### config.mk
export PLATFORM = sky130hd
export DESIGN_NAME = jtgng_main_ctl
export DESIGN_NICKNAME = d
export VERILOG_FILES = /design/src/rtl/jtgng_main_ctl.sv
export SDC_FILE = /design/constraint.sdc
export NUM_CORES = 1
export LEC_CHECK = 0
export ABC_AREA = 1
export BUFFER_PORTS_ARGS = -buffer_cell sky130_fd_sc_hd__buf_2
export CORE_MARGIN = 3
export CORE_UTILIZATION = 48
export DETAILED_ROUTE_END_ITERATION = 6
export GPL_ROUTABILITY_DRIVEN = 0
export PLACE_DENSITY_LB_ADDON = 0.15
export SETUP_SLACK_MARGIN = 0.02
export SYNTH_ARGS = -nofsm -noshare
export SYNTH_HDL_FRONTEND = slang
export SYNTH_SLANG_ARGS = --single-unit
### constraint.sdc
create_clock -name clk -period 1.6 [get_ports clk]
set_input_delay 0.16 -clock clk [delete_from_list [all_inputs] [get_ports clk]]
set_output_delay 0.16 -clock clk [all_outputs]
set_load 0.01 [all_outputs]
### src/rtl/jtgng_main_ctl.sv
// ---------------------------------------------------------------------------
// jtgng_main_ctl
// Main-CPU control registers and handshakes for jtgng-family games.
// The address decoder, the CPU and the RAM are outside this block. This block
// receives decoded chip-select strobes and holds:
//   - the ROM bank register
//   - the flip and sound-reset controls
//   - two saturating coin counters with increment pulses
//   - a small FIFO of sound commands for the sound CPU
//   - the VBLANK interrupt and its acknowledge logic
//   - the soft-reset stretcher that drives the CPU reset
//
// Ports:
//   clk, rst         system clock, synchronous active-high reset
//   cen              CPU clock enable; CPU-side state moves only on cen
//   soft_rst         reset requested by the game
//   addr, rnw,       CPU address [2:0], read/not-write, write data
//   cpu_dout
//   bank_cs, ctrl_cs,
//   snd_cs,          decoded selects for each register
//   irqack_cs
//   bs, ba           CPU bus status ({bs,ba}=10 is the interrupt-ack cycle)
//   lvbl             vertical blank, active low
//   snd_pop          sound side takes the head entry (every clk, not gated by cen)
//   nreset           CPU reset, active low
//   bank             ROM bank
//   flip             screen flip
//   sres_b           sound CPU reset, active low
//   coin_cnt1/2      coin counters
//   coin_pulse       one-cen-period pulse for each increment attempt
//   snd_latch        FIFO head (or the last popped value when the FIFO is empty)
//   snd_avail        FIFO not empty
//   snd_ovf          sticky overrun flag
//   nirq             CPU IRQ, active low
// ---------------------------------------------------------------------------
module jtgng_main_ctl #(
  parameter int BANKW       = 3,
  parameter int COINW       = 4,
  parameter int LATCH_DEPTH = 2,
  parameter int IRQ_MODE    = 0,
  parameter int RST_LEN     = 8
) (
  input  logic             clk,
  input  logic             rst,
  input  logic             cen,
  input  logic             soft_rst,
  input  logic [2:0]       addr,
  input  logic             rnw,
  input  logic [7:0]       cpu_dout,
  input  logic             bank_cs,
  input  logic             ctrl_cs,
  input  logic             snd_cs,
  input  logic             irqack_cs,
  input  logic             bs,
  input  logic             ba,
  input  logic             lvbl,
  input  logic             snd_pop,
  output logic             nreset,
  output logic [BANKW-1:0] bank,
  output logic             flip,
  output logic             sres_b,
  output logic [COINW-1:0] coin_cnt1,
  output logic [COINW-1:0] coin_cnt2,
  output logic [1:0]       coin_pulse,
  output logic [7:0]       snd_latch,
  output logic             snd_avail,
  output logic             snd_ovf,
  output logic             nirq
);

  localparam int AW  = $clog2(LATCH_DEPTH);
  localparam int CW  = AW + 1;
  localparam int RCW = $clog2(RST_LEN + 1);

  // -------------------------------------------------------------------------
  // Soft-reset stretcher. The counter is reloaded while any reset is active.
  // It counts down on cen. The cen that takes it from 1 to 0 releases nreset.
  // -------------------------------------------------------------------------
  logic [RCW-1:0] rst_cnt_reg;
  logic           nreset_reg;

  always_ff @(posedge clk) begin
    if (rst || soft_rst) begin
      rst_cnt_reg <= RCW'(RST_LEN);
      nreset_reg  <= 1'b0;
    end else if (cen && rst_cnt_reg != '0) begin
      rst_cnt_reg <= rst_cnt_reg - RCW'(1);
      if (rst_cnt_reg == RCW'(1))
        nreset_reg <= 1'b1;
    end
  end

  assign nreset = nreset_reg;

  // -------------------------------------------------------------------------
  // Bank and control registers
  // -------------------------------------------------------------------------
  logic             cpu_wr;
  logic [BANKW-1:0] bank_reg;
  logic             flip_reg;
  logic             sres_b_reg;

  assign cpu_wr = cen & ~rnw;

  always_ff @(posedge clk) begin
    if (rst) begin
      bank_reg   <= '0;
      flip_reg   <= 1'b0;
      sres_b_reg <= 1'b1;
    end else begin
      if (cpu_wr && bank_cs)
        bank_reg <= cpu_dout[BANKW-1:0];
      if (cpu_wr && ctrl_cs && addr == 3'd0)
        flip_reg <= cpu_dout[0];
      if (cpu_wr && ctrl_cs && addr == 3'd1)
        sres_b_reg <= cpu_dout[0];
    end
  end

  assign bank   = bank_reg;
  assign flip   = flip_reg;
  assign sres_b = sres_b_reg;

  // -------------------------------------------------------------------------
  // Coin counters. Counter gi is at control address 2+gi. An attempt at all
  // ones still produces a pulse, but the count stays at all ones.
  // -------------------------------------------------------------------------
  logic [COINW-1:0] coin_cnt_reg  [2];
  logic [COINW-1:0] coin_cnt_next [2];
  logic [1:0]       coin_inc;
  logic [1:0]       coin_pulse_reg;

  genvar gi;
  generate
    for (gi = 0; gi < 2; gi++) begin : g_coin
      assign coin_inc[gi] = cpu_wr & ctrl_cs & cpu_dout[0] & (addr == 3'(2 + gi));
      assign coin_cnt_next[gi] = (&coin_cnt_reg[gi]) ? coin_cnt_reg[gi]
                                                     : coin_cnt_reg[gi] + COINW'(1);
    end
  endgenerate

  always_ff @(posedge clk) begin
    if (rst) begin
      for (int i = 0; i < 2; i++)
        coin_cnt_reg[i] <= '0;
      coin_pulse_reg <= 2'b00;
    end else if (cen) begin
      for (int i = 0; i < 2; i++)
        if (coin_inc[i])
          coin_cnt_reg[i] <= coin_cnt_next[i];
      // Each pulse lasts exactly one cen period.
      coin_pulse_reg <= coin_inc;
    end
  end

  assign coin_cnt1  = coin_cnt_reg[0];
  assign coin_cnt2  = coin_cnt_reg[1];
  assign coin_pulse = coin_pulse_reg;

  // -------------------------------------------------------------------------
  // Sound-command FIFO. The CPU pushes on cen. The sound side pops on any clk.
  // The head must be visible combinationally, so the storage is read without
  // a register.
  // -------------------------------------------------------------------------
  logic [7:0]    fifo_mem [LATCH_DEPTH];
  logic [AW-1:0] wr_ptr_reg;
  logic [AW-1:0] rd_ptr_reg;
  logic [CW-1:0] occ_reg;
  logic [7:0]    last_pop_reg;
  logic          ovf_reg;
  logic          push;
  logic          pop;
  logic          full;
  logic          push_ok;

  assign snd_avail = (occ_reg != '0);
  assign full      = (occ_reg == CW'(LATCH_DEPTH));
  assign push      = cpu_wr & snd_cs;
  assign pop       = snd_pop & snd_avail;
  // When the FIFO is full, a pop in the same cycle makes room for the push.
  assign push_ok   = push & (~full | pop);

  always_ff @(posedge clk) begin
    if (push_ok)
      fifo_mem[wr_ptr_reg] <= cpu_dout;
  end

  always_ff @(posedge clk) begin
    if (rst) begin
      wr_ptr_reg   <= '0;
      rd_ptr_reg   <= '0;
      occ_reg      <= '0;
      last_pop_reg <= 8'h00;
      ovf_reg      <= 1'b0;
    end else begin
      // The depth is a power of two, so the pointers wrap on their own.
      if (push_ok)
        wr_ptr_reg <= wr_ptr_reg + AW'(1);
      if (pop) begin
        rd_ptr_reg   <= rd_ptr_reg + AW'(1);
        last_pop_reg <= fifo_mem[rd_ptr_reg];
      end
      case ({push_ok, pop})
        2'b10:   occ_reg <= occ_reg + CW'(1);
        2'b01:   occ_reg <= occ_reg - CW'(1);
        default: occ_reg <= occ_reg;
      endcase
      if (push && full && !pop)
        ovf_reg <= 1'b1;
    end
  end

  assign snd_latch = snd_avail ? fifo_mem[rd_ptr_reg] : last_pop_reg;
  assign snd_ovf   = ovf_reg;

  // -------------------------------------------------------------------------
  // VBLANK interrupt. A falling edge of lvbl, seen on cen, sets the IRQ.
  // If a set and a clear happen on the same cen, the set wins.
  // -------------------------------------------------------------------------
  logic last_lvbl_reg;
  logic nirq_reg;
  logic irq_set;
  logic irq_clr;

  assign irq_set = last_lvbl_reg & ~lvbl;

  generate
    if (IRQ_MODE == 0) begin : g_ack_bus
      assign irq_clr = bs & ~ba;
    end else begin : g_ack_reg
      assign irq_clr = irqack_cs & ~rnw;
    end
  endgenerate

  always_ff @(posedge clk) begin
    if (rst) begin
      last_lvbl_reg <= 1'b1;
      nirq_reg      <= 1'b1;
    end else if (cen) begin
      last_lvbl_reg <= lvbl;
      if (irq_set)
        nirq_reg <= 1'b0;
      else if (irq_clr)
        nirq_reg <= 1'b1;
    end
  end

  assign nirq = nirq_reg;

endmodule

==> flow_summary.toml, run 1 <==
[run_status]
status = "finished clean"

[die]
chipWidth_um = 76.5
die_area_um2 = 5840
core.rowCount = 25
start_util_pct = 50.1
core_area_um2 = 4750
die_y_um = 76.5
io_pins = 51

[sta]
max_slew_margin_pct = 76.6
fin_crit_ps = 1500
drv_slew = 0
timing.final.hold_violations = 0
rsz0062_at_grt = "true"
finClkSkew_ps = 10.9
post-route-period-util_pct = 93.6
worstMarginPinSlew_ps = 347
max_clock_freq_mhz = 668
setup_viol = 0
finalSetupTns_ps = 0

[setup_path]
cp.arrival_ps = 1340
cp.required_ps = 1440
r2r_setup_slack_ps = 200
worstReg2RegEnd = "occ_reg[1]$_SDFFE_PP0P_"
crit_fanout = 7
cpMaxStageDelayCell = "dfxtp_2"
cp_top_family = "buffers and inverters"
end_kind = "primary output"
cp-start-kind = "flip-flop"
reg2reg_from = "occ_reg[0]$_SDFFE_PP0P_"
rr_worst_depth = 8
crit_top_cell = "nand2_1"
criticalPathCategory = "reg2out"
crit_path_start = "occ_reg[1]$_SDFFE_PP0P_"
cpPeakStageDelay_ps = 360
crit_buf_inv = 3
path_cells = "nor2_4 > buf_6 > buf_4 > nand2_1 > nand2_1 > buf_2"

[power_and_ir_drop]
p_sw_share_pct = 25.8
powerDensity_nw_per_um2 = 946
total_power_uw = 2680
p_clk_share_pct = 28.2
cellInternalPower_uw = 1980
leakage_uw = 0.00128
power_frac_seq_pct = 55.7
power.switching_uw = 691
p_comb_share_pct = 16.1
irDropWorstVdd_v = 0.000438

[detailed_routing]
ant_nets = 0
firstDrtPassIters = 4
viasPerCell = 4.58
detail_route.iter0.violations = 101
drc = 0
vias = 1870
wirelength_um = 4410
post_drt_wl_per_cell_um = 10.8

[clocking]
clk_latency_ps = 290
cts_buffers = 5
cts_buffer_depth = 2
cts.clk_slew.worst_paths_ps = 90
cts_root_buf = "clkbuf_8"
cts.sinks = 52
cts_tree = "built"
cts.htree.levels = 2
hold_buffers = 0

[global_routing]
grt_overflow = 0
grt_max_degree = 17
grt_pass1_vias = 1622
use_met1_pct = 21.2
top_usage_layer = "met2"
gr-usage-all-layers_pct = 15.3
grt_util_met3_pct = 3.78
antenna_found_initial = 0
grt_use_met2_pct = 23.4
grt_first_pass_wirelength_um = 7270

[finish]
drive_gt1_share_pct = 25.5
layout_common_cells = "nand2_1, buf_2, nor2_1"
nFillCells = 454
largest_reg_flops = 16
syn2layout_area_growth_pct = 18.7
multiInputGateArea_um2 = 922
register_area_um2 = 1290
final_common_cell = "nand2_1"
fin_nets = 369
antenna_cells = 0

[synth]
syn_nets = 311
synth_seq_cells = 52
synth_seq_area_share_pct = 53.8
synth_area_leaders = "edfxtp_1, dfxtp_1, nand2_1"
avgSynthCellArea_um2 = 8.45
yosys.area.top_type_share_pct = 30.3
yosysTopAreaCell = "edfxtp_1"
synthCells = 282
syn-cell-area_um2 = 2380
yosys_warnings = 0
ys_types = 26

[place]
port_buffers = 49
dp_hpwl_um = 3280

[min_path]
hold_class = "in2reg"
worstHoldStart = "cpu_dout[5]"
hold_end = "fifo_mem[1][5]$_DFFE_PP_"
whs_path_depth = 1

[run]
cap_violations = 0
==> synthesized netlist by cell type <==
master    count
nor3_1        2
nand3_1      19
inv_1        34
nor2_2        1
nor2_1       38
dfxtp_1      28
a21boi_0      1
xnor2_1       2
inv_2         2
o22ai_1       1
o21ai_1       1
edfxtp_1     24
nand2_1      77
ha_1          5
buf_12        1
nor2_8        1
nand4_1       3
nand2_2       8
o21ai_0      10
a21oi_1       6
nor2_4        1
buf_2         4
a21oi_2       8
clkinv_1      1
xor2_1        2
a31oi_1       2
==> area by class of cell <==
| class | count | area share (%) |
|---|---|---|
| inverters | 37 | 4.91 |
| flip-flops and latches | 52 | 45.5 |
| clock buffers | 8 | 3.32 |
| well taps | 67 | 2.96 |
| repair buffers | 56 | 10.7 |
| multi-input cells | 188 | 32.6 |
==> layer usage <==
| layer | wire length [um] | share of wire [%] | vias up |
|---|---|---|---|
| li1 | - | - | 1013 |
| met1 | 2130 | 48 | 816 |
| met2 | 1970 | 45 | 36 |
| met3 | 263 | 6.0 | 5 |
| met4 | 46 | 1.0 | 0 |
| met5 | 0 | 0 | - |
==> worst max-delay path by stage <==
stage / cells past startpoint / end
2_1_floorplan: 8 / occ_reg[1]$_SDFFE_PP0P_
3_3_place_gp: 10 / occ_reg[1]$_SDFFE_PP0P_
4_1_cts: 6 / snd_latch[5]
6_report: 6 / snd_latch[5]
3_5_place_dp: 8 / occ_reg[1]$_SDFFE_PP0P_
5_1_grt: 6 / snd_latch[1]
==> power by group through the flow <==
stage	logic [uW]	registers, uW	clock network (uW)
2_1_floorplan	283	1510	0
3_3_place_gp	415	1520	0
3_5_place_dp	423	1520	0
4_1_cts	424	1490	779
5_1_grt	488	1500	828
6_report	430	1490	755
==> kinds of logic (layout without fill, tap and decap cells) <==
logic type      Yosys count  count (layout)  share of synthesized area (%)
simple gates            150             150                           27.0
flops                    52              52                           53.8
buf+inv                  42             101                           7.51
compound gates           29              29                           7.62
fa+ha+maj                 5               5                           2.63
xor+xnor                  4               4                           1.47
==> through the flow <==
stage	instance area [um2]	setup slack [ps]	hold WS, ps	utilization (%)	instances
2_1_floorplan	2380	67.5	259	-	282
3_3_place_gp	2720	137	349	57.1	399
3_5_place_dp	2720	107	352	57.1	399
4_1_cts	2810	25.2	42.6	59.2	407
5_1_grt	2830	6.23	43.9	59.5	408
6_report	2830	103	52.1	59.5	408
==> repair_timing <==
item / in CTS / in global routing
gates resized for setup: 2 / 5
setup endpoints to repair: 8 / 9
buffers inserted: 0 / 1
pin swaps: 0 / 1
==> worst reg2reg max path, stage by stage, from the launching register on <==
cell and delay (ps):
dfxtp_4 390, inv_1 60, nand3_1 110, nand2_1 90, ha_1 280, inv_1 100
nand3_1 70, o21ai_0 140, nor2_1 60
Note: power is estimated with default switching activity, not from simulation.
==> run 2: changes to the inputs <==
Settings changed: ABC_CLOCK_PERIOD_IN_PS from default to 1300, PLACE_DENSITY from default to 0.74, PLACE_DENSITY_LB_ADDON 0.15 to default.
Clock period 1.6 ns to 1.3 ns, I/O delays scaled along.
==> run 2 against run 1 <==
  * The run now ends with setup timing left
  * Clock power is 22% higher
  * Hold slack worse by 30 ps
  * Sequential share of layout area is 5.2 points lower
  * First-iteration DRC count is 37% lower
  * Clock-buffer cell count is 2 lower
  * Critical path type unchanged
==> flow_summary.toml, run 2 (synthesis results as in run 1) <==
[run_status]
status = "complete, but fails checks"
violations = "setup timing"

[setup_path]
criticalPathCategory = "reg2out"
cpPeakStageDelay_ps = 370
cpMaxStageDelayCell = "dfxtp_4"
cp-start-kind = "flip-flop"
path_cells = "clkbuf_16 > o21ai_4 > nand2_1 > nand2_1 > buf_2"
cp.required_ps = 1170
crit_fanout = 8
end_kind = "primary output"
crit_top_cell = "nand2_1"
cp.arrival_ps = 1270

[sta]
rsz0062_at_grt = "true"
post-route-period-util_pct = 108
max_clock_freq_mhz = 713
setup_slack_ps = -103
setup_viol = 13
fin_crit_ps = 1400
worstMarginPinSlew_ps = 314
timing.final.hold_violations = 0
drv_slew = 0
max_slew_margin_pct = 79.0
finClkSkew_ps = 10.2
finalSetupTns_ps = -778

[detailed_routing]
drc = 0
firstDrtPassIters = 4
ant_nets = 0
viasPerCell = 4.67
wirelength_um = 4960
post_drt_wl_per_cell_um = 11.6
detail_route.iter0.violations = 64
vias = 2005

[global_routing]
grt_pass1_vias = 1827
gr-usage-all-layers_pct = 16.8
grt_first_pass_wirelength_um = 8050
grt_overflow = 0
antenna_found_initial = 0
grt_max_degree = 17

[finish]
layout_common_cells = "nand2_1, buf_2, nor2_1"
nFillCells = 394
fin_nets = 390
antenna_cells = 0
largest_reg_flops = 16
syn2layout_area_growth_pct = 34.7
final_common_cell = "nand2_1"
drive_gt1_share_pct = 36.5

[die]
core_area_um2 = 4750
die_y_um = 76.5
core.rowCount = 25
chipWidth_um = 76.5
die_area_um2 = 5840
start_util_pct = 50.1
io_pins = 51

[clocking]
cts_tree = "built"
clk_latency_ps = 300
cts.htree.levels = 2
cts_buffer_depth = 2
cts.sinks = 52
cts.clk_slew.worst_paths_ps = 90
cts_root_buf = "clkbuf_8"
cts_buffers = 5

[run]
cap_violations = 0

[min_path]
hold_class = "in2reg"

[place]
port_buffers = 49
dp_hpwl_um = 3520
preCtsSetupSlack_ps = -66.6

[power_and_ir_drop]
leakage_uw = 0.00143
powerDensity_nw_per_um2 = 1100
irDropWorstVdd_v = 0.000618
## run 2: cell types whose count changed in the layout (fill, tap and decap cells not counted), sizes merged
cell and delta:
clkinv +2, clkbuf -1, dlygate4sd3 +2, buf +18
## run 2: what timing repair did
action / in CTS / in global routing
pin swaps: 1 / 16
setup endpoints to repair: 15 / 30
hold buffers: 0 / 2
gates resized for setup: 14 / 33
cloned: 0 / 1
endpoints found under the hold margin: 0 / 4
buffers inserted: 4 / 2
## run 2: worst max-delay path, delay by kind of cell (launching register included)
| kind | cells | cell delay, ps |
|---|---|---|
| buffers and inverters | 2 | 300 |
| AND/OR/NAND/NOR | 2 | 130 |
| AO/OA/AOI/OAI | 1 | 170 |
| flip-flops | 1 | 370 |
## run 2: report_power, final
group | total, uW | internal (uW) | switching [uW]
clock | 921 | 425 | 495
sequential | 1830 | 1780 | 49.8
combinational | 789 | 368 | 421
total | 3540 | 2570 | 966
## run 2: per-stage QoR
stage | area [um2] | power, uW | cells | util [%] | hold slack, ps
CTS | 3020 | 3460 | 424 | 63.6 | 8.01
floorplan | 2410 | 2230 | 282 | - | 229
global placement | 2860 | 2450 | 412 | 60.2 | 320
detailed placement | 2860 | 2460 | 412 | 60.2 | 322
finish | 3210 | 3540 | 429 | 67.5 | 22.4
global route | 3210 | 3740 | 429 | 67.5 | 1.74
## run 2: worst paths after layout
kind	start	endpoint	slack, ps	depth (start not counted)
worst max-delay path	flip-flop	snd_latch[3]	-100	5
worst min-delay path	cpu_dout[3]	fifo_mem[0][3]$_DFFE_PP_	20	1
worst max register to register	occ_reg[0]$_SDFFE_PP0P_	occ_reg[1]$_SDFFE_PP0P_	-50	8
worst min register to register	nreset$_SDFFE_PP0P_	nreset$_SDFFE_PP0P_	460	2
## run 2: final cells by class
class,instances,area [um2],area share [%]
clock buffers,6,82.6,2.57
clock inverters,2,10.0,0.312
inverters,37,146,4.56
multi-input cells,188,1060,32.9
flip-flops and latches,52,1290,40.3
well taps,67,83.8,2.61
repair buffers,77,537,16.7
## run 2: per-layer routing
layer | routed length, um | part of all wire, % | global-route usage, % | vias up
met2 | 2470 | 50 | 28.6 | 35
li1 | - | - | - | 1055
met4 | 73 | 1.5 | 6.34 | 0
met5 | 0 | 0 | 0 | -
met1 | 2240 | 45 | 21.0 | 909
met3 | 184 | 3.7 | 3.55 | 6
==> run 3: changes to the inputs <==
Settings changed: HOLD_SLACK_MARGIN from default to 0.06, SETUP_SLACK_MARGIN 0.02 to default, SLEW_MARGIN from default to 0.
==> run 3 against run 2 <==
  * The run still ends with setup timing left
  * Die area unchanged
  * Clock-buffer cell count unchanged
  * Sequential cell count unchanged
  * First-iteration DRC count down 1.6%
  * Utilization increased by 1.2 points
  * Clock skew barely moved
  * Hold slack better by 69 ps
  * Critical path depth up 1
  * Largest power group unchanged
==> flow_summary.toml, run 3 (synthesis results as in run 1) <==
[die]
die_y_um = 76.5
io_pins = 51
start_util_pct = 50.1
core_area_um2 = 4750
die_area_um2 = 5840
chipWidth_um = 76.5
core.rowCount = 25

[detailed_routing]
drc = 0
vias = 2023
ant_nets = 0
viasPerCell = 4.65
wirelength_um = 5010
detail_route.iter0.violations = 63
post_drt_wl_per_cell_um = 11.5
firstDrtPassIters = 5

[finish]
final_common_cell = "nand2_1"
fin_nets = 396
layout.cell_area.non_filler_um2 = 3270
drive_gt1_share_pct = 35.1
final_util_pct = 68.7
layout_common_cells = "nand2_1, buf_2, nor2_1"
antenna_cells = 0
nFillCells = 382
largest_reg_flops = 16
syn2layout_area_growth_pct = 37.2

[global_routing]
grt_first_pass_wirelength_um = 8180
grt_overflow = 0
gr-usage-all-layers_pct = 17.1
antenna_found_initial = 0
grt_max_degree = 17
grt_pass1_vias = 1870

[power_and_ir_drop]
irDropWorstVdd_v = 0.000619
leakage_uw = 0.00146
powerDensity_nw_per_um2 = 1090

[sta]
rsz0062_at_grt = "true"
timing.final.hold_violations = 0
setup_slack_ps = -96.9
max_slew_margin_pct = 78.9
worstMarginPinSlew_ps = 315
fin_crit_ps = 1400
setup_viol = 13
max_clock_freq_mhz = 716
post-route-period-util_pct = 107
hold_slack_ps = 91.4
finClkSkew_ps = 10.5
drv_slew = 0

[clocking]
cts.htree.levels = 2
clk_latency_ps = 300
cts_tree = "built"
cts_buffer_depth = 2
cts_root_buf = "clkbuf_8"
cts.clk_slew.worst_paths_ps = 90
cts.sinks = 52
cts_buffers = 5

[place]
port_buffers = 49
preCtsSetupSlack_ps = -66.6
dpl_cell_area_um2 = 2860
dp_hpwl_um = 3520

[setup_path]
end_kind = "primary output"
cpMaxStageDelayCell = "dfxtp_4"
crit_fanout = 6
cp.arrival_ps = 1270
rr_worst_depth = 8
worstReg2RegEnd = "occ_reg[1]$_SDFFE_PP0P_"
r2r_setup_slack_ps = -40
cp-start-kind = "flip-flop"
criticalPathCategory = "reg2out"
cpPeakStageDelay_ps = 370
cp.required_ps = 1170
path_cells = "nor2_4 > buf_8 > buf_12 > nand2_2 > nand2_1 > buf_2"
reg2reg_from = "occ_reg[0]$_SDFFE_PP0P_"

[min_path]
hold_end = "rst_cnt_reg[3]$_SDFFE_PP1P_"
whs_path_depth = 3
hold_class = "in2reg"
worstHoldStart = "soft_rst"

[run]
cap_violations = 0

[run_status]
violations = "setup timing"
status = "complete, but fails checks"
## run 3: cell types whose count changed in the layout (fill, tap and decap cells not counted), sizes merged
cell | before | now
dlygate4sd3 | 2 | 8
## run 3: worst max-delay path by stage
stage                                  from                       to  slack [ps]  depth (start not counted)
CTS                 occ_reg[0]$_SDFFE_PP0P_             snd_latch[5]        -100                          6
floorplan           occ_reg[1]$_SDFFE_PP0P_  occ_reg[1]$_SDFFE_PP0P_         -90                          8
finish              occ_reg[1]$_SDFFE_PP0P_             snd_latch[7]        -100                          6
detailed placement                      rnw  occ_reg[1]$_SDFFE_PP0P_         -70                         10
global route        occ_reg[1]$_SDFFE_PP0P_             snd_latch[7]        -160                          6
global placement                        rnw  occ_reg[1]$_SDFFE_PP0P_          -8                         10
## run 3: metal layers
metal  vias to the layer above  share of wire, %  GRT usage (%)
met5                         -                 0              0
met4                         0               1.4           6.34
met3                         6               3.2           3.55
met2                        39                50           29.3
met1                       911                46           21.2
li1                       1067                 -              -
## run 3: repair_timing
action | 4_1_cts | 5_1_grt
endpoints found under the hold margin | 15 | 0
pin swaps | 1 | 15
resized for setup | 14 | 31
hold buffers | 8 | 0
setup endpoints to repair | 11 | 22
cloned | 0 | 1
buffers inserted | 4 | 2
## run 3: report_power, final
group / switching, uW / internal [uW] / leakage, uW / total (uW)
registers: 50.3 / 1780 / 0.000459 / 1830
logic: 420 / 384 / 0.000952 / 804
clock network: 492 / 425 / 0.0000510 / 917
total: 962 / 2590 / 0.00146 / 3550
## run 3: cell type report
class | instances | area, um2 | area share (%)
Sequential cell | 52 | 1290 | 39.6
Multi-Input combinational cell | 188 | 1050 | 32.1
Timing Repair Buffer | 83 | 603 | 18.5
Inverter | 37 | 146 | 4.48
Tap cell | 67 | 83.8 | 2.57
Clock buffer | 6 | 82.6 | 2.53
Clock inverter | 2 | 10.0 | 0.306
## run 3: critical path: cells and delay by family, from the launching register on
family,cells,cell delay [ps]
buffers and inverters,3,380
DFF,1,370
and+or+nand+nor,3,210
## run 3: metrics by stage
step,total power (uW),instances,TNS [ps]
finish,3550,435,-729
global route,3750,435,-1750
CTS,3470,432,-822
detailed placement,2460,412,-79.7
global placement,2450,412,-8.48
floorplan,2230,282,-178
